### src/rtl/cache_way_fill.sv
// Fill-side way selector for a 4-way set-associative cache: it picks the victim way and
// broadcasts the line one cycle after the handshake. It tracks way-valid bits and a tree PLRU per set.
module cache_way_fill #(
  parameter int LINE_SIZE_BYTES = 64,
  parameter int SET_IDX_W       = 6
) (
  input  logic                         i_clk,
  input  logic                         i_rst,
  input  logic                         i_fill_valid,
  output logic                         o_fill_ready,
  input  logic [SET_IDX_W-1:0]         i_fill_set,
  input  logic [LINE_SIZE_BYTES*8-1:0] i_fill_data,
  input  logic                         i_hit_valid,
  input  logic [SET_IDX_W-1:0]         i_hit_set,
  input  logic [3:0]                   i_hit_way,
  input  logic                         i_flush,
  output logic [3:0]                   o_way_we,
  output logic [SET_IDX_W-1:0]         o_way_set,
  output logic [LINE_SIZE_BYTES*8-1:0] o_way_data,
  output logic                         o_fill_done,
  output logic [3:0]                   o_fill_way
);

  localparam int NUM_SETS = 2**SET_IDX_W;
  localparam int LW       = LINE_SIZE_BYTES*8;

  typedef enum logic {IDLE, WRITE} state_e;

  state_e               state_q;
  logic                 ready_q;
  logic                 done_q;
  logic [3:0]           we_q;
  logic [3:0]           way_q;
  logic [SET_IDX_W-1:0] set_q;
  logic [LW-1:0]        data_q;

  logic [3:0] valid_q [NUM_SETS];
  logic [2:0] plru_q  [NUM_SETS];

  logic [3:0] vld_s;
  logic [2:0] plru_s;
  logic [3:0] victim;
  logic       fill_wr;
  logic       hit_1h;
  logic       hit_en;
  logic [2:0] fill_plru_d;
  logic [2:0] hit_plru_d;

  // Way access points the tree away from the touched way.
  function automatic logic [2:0] plru_touch(
    input logic [2:0] b,
    input logic [3:0] way
  );
    logic [2:0] r;
    r = b;
    case (way)
      4'b0001: begin r[0] = 1'b1; r[1] = 1'b1; end
      4'b0010: begin r[0] = 1'b1; r[1] = 1'b0; end
      4'b0100: begin r[0] = 1'b0; r[2] = 1'b1; end
      4'b1000: begin r[0] = 1'b0; r[2] = 1'b0; end
      default: r = b;
    endcase
    return r;
  endfunction

  assign vld_s  = valid_q[i_fill_set];
  assign plru_s = plru_q[i_fill_set];

  always_comb begin
    victim = 4'b0001;
    if (!vld_s[0])      victim = 4'b0001;
    else if (!vld_s[1]) victim = 4'b0010;
    else if (!vld_s[2]) victim = 4'b0100;
    else if (!vld_s[3]) victim = 4'b1000;
    else if (!plru_s[0])
      victim = plru_s[1] ? 4'b0010 : 4'b0001;
    else
      victim = plru_s[2] ? 4'b1000 : 4'b0100;
  end

  assign fill_wr = (state_q == WRITE);
  assign hit_1h  = (i_hit_way != 4'b0000) &&
                   ((i_hit_way & (i_hit_way - 4'd1)) == 4'b0000);
  // A fill write to the same set wins over the hit.
  assign hit_en  = i_hit_valid && hit_1h &&
                   !(fill_wr && (i_hit_set == set_q));

  assign fill_plru_d = plru_touch(plru_q[set_q], way_q);
  assign hit_plru_d  = plru_touch(plru_q[i_hit_set], i_hit_way);

  always_ff @(posedge i_clk or posedge i_rst) begin
    if (i_rst) begin
      for (int s = 0; s < NUM_SETS; s++) begin
        valid_q[s] <= 4'b0000;
        plru_q[s]  <= 3'b000;
      end
    end else if (i_flush) begin
      for (int s = 0; s < NUM_SETS; s++) begin
        valid_q[s] <= 4'b0000;
        plru_q[s]  <= 3'b000;
      end
    end else begin
      if (fill_wr) begin
        valid_q[set_q] <= valid_q[set_q] | way_q;
        plru_q[set_q]  <= fill_plru_d;
      end
      if (hit_en) begin
        plru_q[i_hit_set] <= hit_plru_d;
      end
    end
  end

  always_ff @(posedge i_clk or posedge i_rst) begin
    if (i_rst) begin
      state_q <= IDLE;
      ready_q <= 1'b1;
      done_q  <= 1'b0;
      we_q    <= 4'b0000;
      way_q   <= 4'b0000;
      set_q   <= '0;
      data_q  <= '0;
    end else begin
      unique case (state_q)
        IDLE: begin
          if (i_fill_valid && ready_q) begin
            state_q <= WRITE;
            ready_q <= 1'b0;
            done_q  <= 1'b1;
            we_q    <= victim;
            way_q   <= victim;
            set_q   <= i_fill_set;
            data_q  <= i_fill_data;
          end
        end
        WRITE: begin
          state_q <= IDLE;
          ready_q <= 1'b1;
          done_q  <= 1'b0;
          we_q    <= 4'b0000;
          way_q   <= 4'b0000;
        end
      endcase
    end
  end

  assign o_fill_ready = ready_q;
  assign o_way_we     = we_q;
  assign o_way_set    = set_q;
  assign o_way_data   = data_q;
  assign o_fill_done  = done_q;
  assign o_fill_way   = way_q;

endmodule

### config.mk
export PLATFORM = sky130hd
export DESIGN_NAME = cache_way_fill
export DESIGN_NICKNAME = d
export VERILOG_FILES = /design/src/rtl/cache_way_fill.sv
export SDC_FILE = /design/constraint.sdc
export NUM_CORES = 2
export LEC_CHECK = 0
export BUFFER_PORTS_ARGS = -buffer_cell sky130_fd_sc_hd__buf_2
export CAP_MARGIN = 20
export CORE_AREA = 2 2 412 414
export DETAILED_ROUTE_END_ITERATION = 10
export DIE_AREA = 0 0 414 416
export GPL_TIMING_DRIVEN = 0
export PLACE_DENSITY_LB_ADDON = 0.05
export SLEW_MARGIN = 20
export SYNTH_ARGS = -nofsm -noshare
export SYNTH_HDL_FRONTEND = slang
export SYNTH_SLANG_ARGS = --single-unit
### constraint.sdc
create_clock -name i_clk -period 102.1 [get_ports i_clk]
set_input_delay 20.42 -clock i_clk [delete_from_list [all_inputs] [get_ports i_clk]]
set_output_delay 20.42 -clock i_clk [all_outputs]
set_load 0.05 [all_outputs]
# --- After elaboration in Yosys (flattened, before gate mapping) ---
# Cells that the tools add are included.
word_totals:
  register_bits: 973
  latchBits: 0
  mem_bits_rw: 0
  romBits: 0
  input_bits: 533
  output_inout_bits: 528
  wordCells: 223
  mem_count: 0
classes:
  addsub: 1
  n_mul: 0
  div_mod_pow: 0
  n_lt_le_gt_ge: 5
  n_eq_ne: 10
  shifts: 0
  n_mux: 51
  bitwise: 6
  reduce_logical: 16
op_table:
  columns: ["operator", "n"]
  rows:
  - ["192-bit two-way mux", 4]
  - ["256-bit two-way mux", 2]
  - ["192-bit bitwise mux", 2]
  - ["256-bit bitwise mux", 1]
  - ["3-bit binary-select mux with 6-bit select", 3]
  - ["4-bit binary-select mux with 6-bit select", 2]
  - ["4-bit two-way mux", 12]
  - ["3-bit demux with 6-bit select", 2]
  - ["4-bit demux with 6-bit select", 1]
  - ["3-bit two-way mux", 8]
  - ["7-bit >= comparator, second input constant", 3]
  - ["6-bit inverter with 7-bit output", 3]
  - ["1-bit one-hot mux with 2 select lines", 9]
  - ["7-bit by 1-bit < comparator with 1-bit output, second input constant", 2]
  - ["4-bit by 1-bit equality test with 1-bit output, second input constant", 2]
  - ["4-bit by 2-bit equality test with 1-bit output, second input constant", 2]
  - ["4-bit by 3-bit equality test with 1-bit output, second input constant", 2]
  - ["4-bit equality test, second input constant", 2]
  - ["4-bit one-hot mux with 2 select lines", 1]
  - ["2-bit OR reduction", 4]
  - ["1-bit logical AND", 7]
  - ["6-bit equality test", 1]
  - ["4-bit bitwise AND", 1]
  - ["4-bit zero test", 1]
  - ["10 further kinds", 12]

# --- Depth between registers and ports, before layout ---
logic_depth:
  depth_word: 12
  mapped_depth: 14
  depth_no_buf: 7

# --- Least setup slack after synthesis ---
# OpenSTA, ideal clock, no wires.
synth_path:
  path_kind: "input to register"
  startpoint: "input port i_hit_set[0]"
  endpoint: "register plru_q[172] in the netlist's numbering"
  arrival_ns: 22.597
  t_required_ns: 101.947
  path_slack_ns: 79.350
  stages: 12
  path_buffers: 6
  path_cell_list: "buf_2 buf_6 buf_4 buf_2 buf_2 a21oi_1 o41ai_1 o211ai_1 a2111o_1 o31ai_2 buf_2 a311oi_1"
synth_between:
  elab_chain_len: 8
  word_cells_on_any_way: 17
synth_rtl:
  columns: ["element", "line", "rtl"]
  rows:
  - ["start: declaration", "14", "input logic [SET_IDX_W-1:0] i_hit_set,"]
  - ["6-bit inverter with 7-bit output (not written as such)", "89, 108", null]
  - ["3-bit binary-select mux with 6-bit select (tied with other cells)", "89", "assign hit_plru_d = plru_touch(plru_q[i_hit_set], i_hit_way);"]
  - ["3-bit two-way mux (not written as such) or 1-bit logical AND (tied branches)", "89, 108", null]
  - ["3-bit two-way mux (on tied branches)", "89, 108", null]
  - ["1-bit one-hot mux with 2 select lines or 3-bit demux with 6-bit select (tied branches)", "56, 108", null]
  - ["192-bit bitwise mux", "108", "plru_q[i_hit_set] <= hit_plru_d;"]
  - ["192-bit two-way mux *", "107", "if (hit_en) begin"]
  - ["192-bit two-way mux *", "97", "end else if (i_flush) begin"]
  - ["end signal: indexed assignment", "105", "plru_q[set_q] <= fill_plru_d;"]
  - ["end signal: indexed assignment", "108", null]
  - ["end: declaration", "38", "logic [2:0] plru_q [NUM_SETS];"]
# Every way passes the cells marked *; elsewhere a longest branch is shown, timed or not. The select of a mux whose other input is x is not followed.
# A chain may end at the register's enable or synchronous reset.

# --- Final worst setup path ---
layout_path:
  startpoint: "input port i_hit_set[2]"
  endpoint: "register plru_q[113] in the netlist's numbering"
# Same word-level chain as after synthesis.

==> results.md <==
- Half-perimeter wire length of the detailed placement result: 288 mm
- Overall die height: 416 um
- Number of sinks on the clock net: 973
- Number of post-CTS setup repair buffers: 0
- Remaining routing DRC violations: 0
- Number of antenna violations at the first check in global routing: 88
- Synthesis warning total: 0
- Vias per cell: 5.92
- Max-slew violation count: 0
- Filler cells: 17,600
- Most frequent cells in the layout: 1,728 x nand2_1, 1,164 x buf_2, 972 x dfrtp_1
- Initial core utilization: 29.3%
- Max Clk Rate: 39.5 MHz
- Global routing usage summed across all routing layers: 40.8%
- Clock transition time at the flip-flop clock pins of the worst setup and hold paths: 60 ps
- Post-CTS Hold Fix Bufs: 0
- Final GP Congestion: 1.02
- Fraction of final layout cells with drive strength greater than 1: 26.6%
- Number of cells traversed by the worst register-to-register path: 12
- Area added between synthesis and finish: 26.2%
- Hold path cells: 2
- Share of synthesized registers carrying an async set or reset: 100%
- Number of placed instances, taps included: 8,540
- Worst EP arrival: 26,010 ps
- Actual slew at the worst max-slew pin: 1320 ps
- Biggest area contributors in the synthesized netlist: dfrtp_1 49%, nand2_1 13%, mux4_2 7.0%
- Highest fanout seen on the critical path: 11
- Clock network latency to the later pin of the worst-skew pair: 830 ps
- Boundary Pins: 1,061
- Minimum setup slack among reg-to-reg paths: 95,900 ps
- Cell family contributing the most delay on the critical path: buffers and inverters
- Count of mapped cells out of synthesis: 5,245
- Largest buffer count on any clock path: 3
- Max stage delay cell, worst path: clkbuf_1
- Level count of the clock H-tree: 3
- Areal power density over the cells: 30.1 mW/mm2
- Buffers on Ports: 1,054
- Delay of the slowest cell on the worst path: 960 ps
- Final Critical Period: 25,290 ps
- Maximum number of pins on one net before global-route repair: 97
- # setup viols final: 0
- Via count of the first global-routing pass: 48,400
- Synthesized net count: 5,778
- Post-Route Setup TNS: 0 ps
- First-pass iteration count of the detailed router: 6
- Number of gates on the worst path with buffers counted: 11
- Clock Tree Root: clkbuf_16
- Area fraction of the dominant cell type after synthesis: 49.3%
- Lkg Pwr: 28.7 nW
- Post-cts gate resize count: 0
- Sequential cell area: 0.0243 mm2
- Startpoint class of the critical path: input pin
- Residual overflow from global routing: 0
- Flip-flop cell with the highest count after synthesis: dfrtp_1
- Relative slew slack: 9.83%
- Most frequent standard cell in the layout excluding fill and tap cells: nand2_1
- WL per Instance: 41.2 um
- Final hold violation count: 0
- Number of DRC markers after the initial detailed-route iteration: 7,427
- Core region area: 0.168 mm2
- Post-synth top area cell: dfrtp_1
- Post-synthesis register bit count: 973
- Total buffers and inverters traversed by the critical path: 5
- Number of max-cap violations: 0
- Proportion of synthesized chip area in sequential cells: 49.4%
- Post-layout nets: 6,979
- Unique masters post-synth: 87
- Detail Route Antenna Nets: 0
- Area of the multi-input gates: 0.0228 mm2
- Synthesized area divided by synthesized cell count: 9.40 um2
- Final wirelength: 362 mm
- Total Die Area: 0.172 mm2
- Required arrival time at the worst endpoint: 102,820 ps
- Count of flip-flops with a built-in enable after synthesis: 0
- Clock tree skew after final layout: 46.8 ps
- Status: completed
- Share of the cycle needed by the critical path after routing: 24.8%
- Wire length of the first global-routing pass: 472 mm
- Critical-path cell list: buf_2 > buf_2 > buf_1 > clkbuf_1 > a32oi_1 > a21oi_1 > a221oi_1 > nand4_1 > nand3_1 > buf_2 > a22oi_1
- Post-layout instance count excluding filler cells: 8,792
- Setup repair after global routing missed its margin: false
- CTS tree: yes
- FP Rows: 151
- Detailed-route via count: 52,100
- Hold Crit Class: reg2reg
- Endpoint class of the critical path: flop
- Worst setup path class: in2reg
- Largest vdd supply drop: 0.0000200 V
- Die X-Extent: 414 um
- Inserted Clock Buffers: 121
- Netlist area before placement: 0.0493 mm2
- Cell seen most often among critical-path stages: buf_2
[through the flow]
stage	utilization [%]	instance area [um2]	power [mW]	hold slack (ps)	worst slack [ps]
after floorplan	-	49300	1.02	538	54310
after global placement	34.1	57300	1.39	454	38640
after detailed placement	34.4	57900	1.39	456	76450
after CTS	36.9	62100	1.86	471	77310
after global routing	37.0	62200	1.91	479	77020
final	37.0	62200	1.87	466	76810
[final timing paths]
check	from	to
min reg2reg	o_way_data[92]$_DFFE_PP0P_	o_way_data[92]$_DFFE_PP0P_
min	o_way_data[92]$_DFFE_PP0P_	o_way_data[92]$_DFFE_PP0P_
max in group asynchronous	i_rst	o_way_data[95]$_DFFE_PP0P_
min in group asynchronous	i_rst	o_way_data[294]$_DFFE_PP0P_
max reg2reg	o_way_set[0]$_DFFE_PP0P_	plru_q[109]$_DFF_PP0_
max	i_hit_set[2]	plru_q[113]$_DFF_PP0_
[registers in the layout, indices dropped and copies added (netlist names)]
signal,count
o_fill_done,1
o_fill_way,4
o_fill_ready,1
o_way_data,512
plru_q,192
o_way_set,6
fill_wr,1
valid_q,256
[worst reg2reg max path, stage by stage, from the launching register on]
cell and delay [ps]:
dfrtp_1 520, buf_2 450, buf_4 360, buf_4 300, buf_2 390, buf_2 410, a22oi_1 150, o221ai_1 860
nand2_1 220, a31oi_4 690, buf_2 660, a211oi_1 180, a211oi_1 780
[per-layer routing]
layer / up-vias / GRT usage, % / part of all wire, %
li1: 20900 / - / -
met1: 26900 / 57.7 / 44
met2: 3499 / 55.9 / 40
met3: 700 / 13.5 / 11
met4: 24 / 17.8 / 5.2
met5: - / 1.36 / 0.13
[area by class of cell]
| type | instances | share of cell area [%] |
|---|---|---|
| inverter | 33 | 0.211 |
| clock inverter | 46 | 0.921 |
| multi-input combinational | 3769 | 36.6 |
| tap | 2218 | 4.46 |
| sequential | 973 | 39.1 |
| buffer | 470 | 3.45 |
| antenna | 25 | 0.101 |
| timing repair buffer | 1078 | 9.25 |
| clock buffer | 180 | 5.84 |
[Yosys cell counts (all sizes together), types with 13 or more instances]
| cell | instances |
|---|---|
| o211ai | 19 |
| clkbuf | 300 |
| a31oi | 68 |
| a211oi | 305 |
| nor2 | 422 |
| o32ai | 38 |
| a22oi | 192 |
| nor3b | 15 |
| a41oi | 21 |
| nand4 | 35 |
| inv | 30 |
| mux4 | 153 |
| o31ai | 26 |
| o22ai | 16 |
| mux2i | 100 |
| nand2 | 1729 |
| nor3 | 34 |
| and3b | 13 |
| nand3b | 13 |
| dfrtp | 972 |
| and3 | 19 |
| and2 | 16 |
| nand2b | 13 |
| o21ai | 113 |
| a21oi | 109 |
| buf | 170 |
| nor2b | 24 |
| a221oi | 69 |
| nand3 | 41 |
| mux2 | 35 |
[kinds of logic (layout without fill, tap and decap cells)]
group / count (synthesis) / in the layout / share of synthesized area, %
xor+xnor: 9 / 9 / 0.160
flops: 973 / 973 / 49.4
compound gates: 1058 / 1058 / 16.1
other cells: 0 / 25 / 0
simple gates: 2414 / 2414 / 20.0
mux: 288 / 288 / 9.82
buf+inv: 503 / 1807 / 4.55
[report_power, final]
part | switching, mW | internal [mW] | total [mW]
clock | 0.194 | 0.273 | 0.467
combinational | 0.675 | 0.143 | 0.819
sequential | 0.113 | 0.475 | 0.588
total | 0.982 | 0.891 | 1.87
Note: power is estimated with default switching activity, not from simulation.
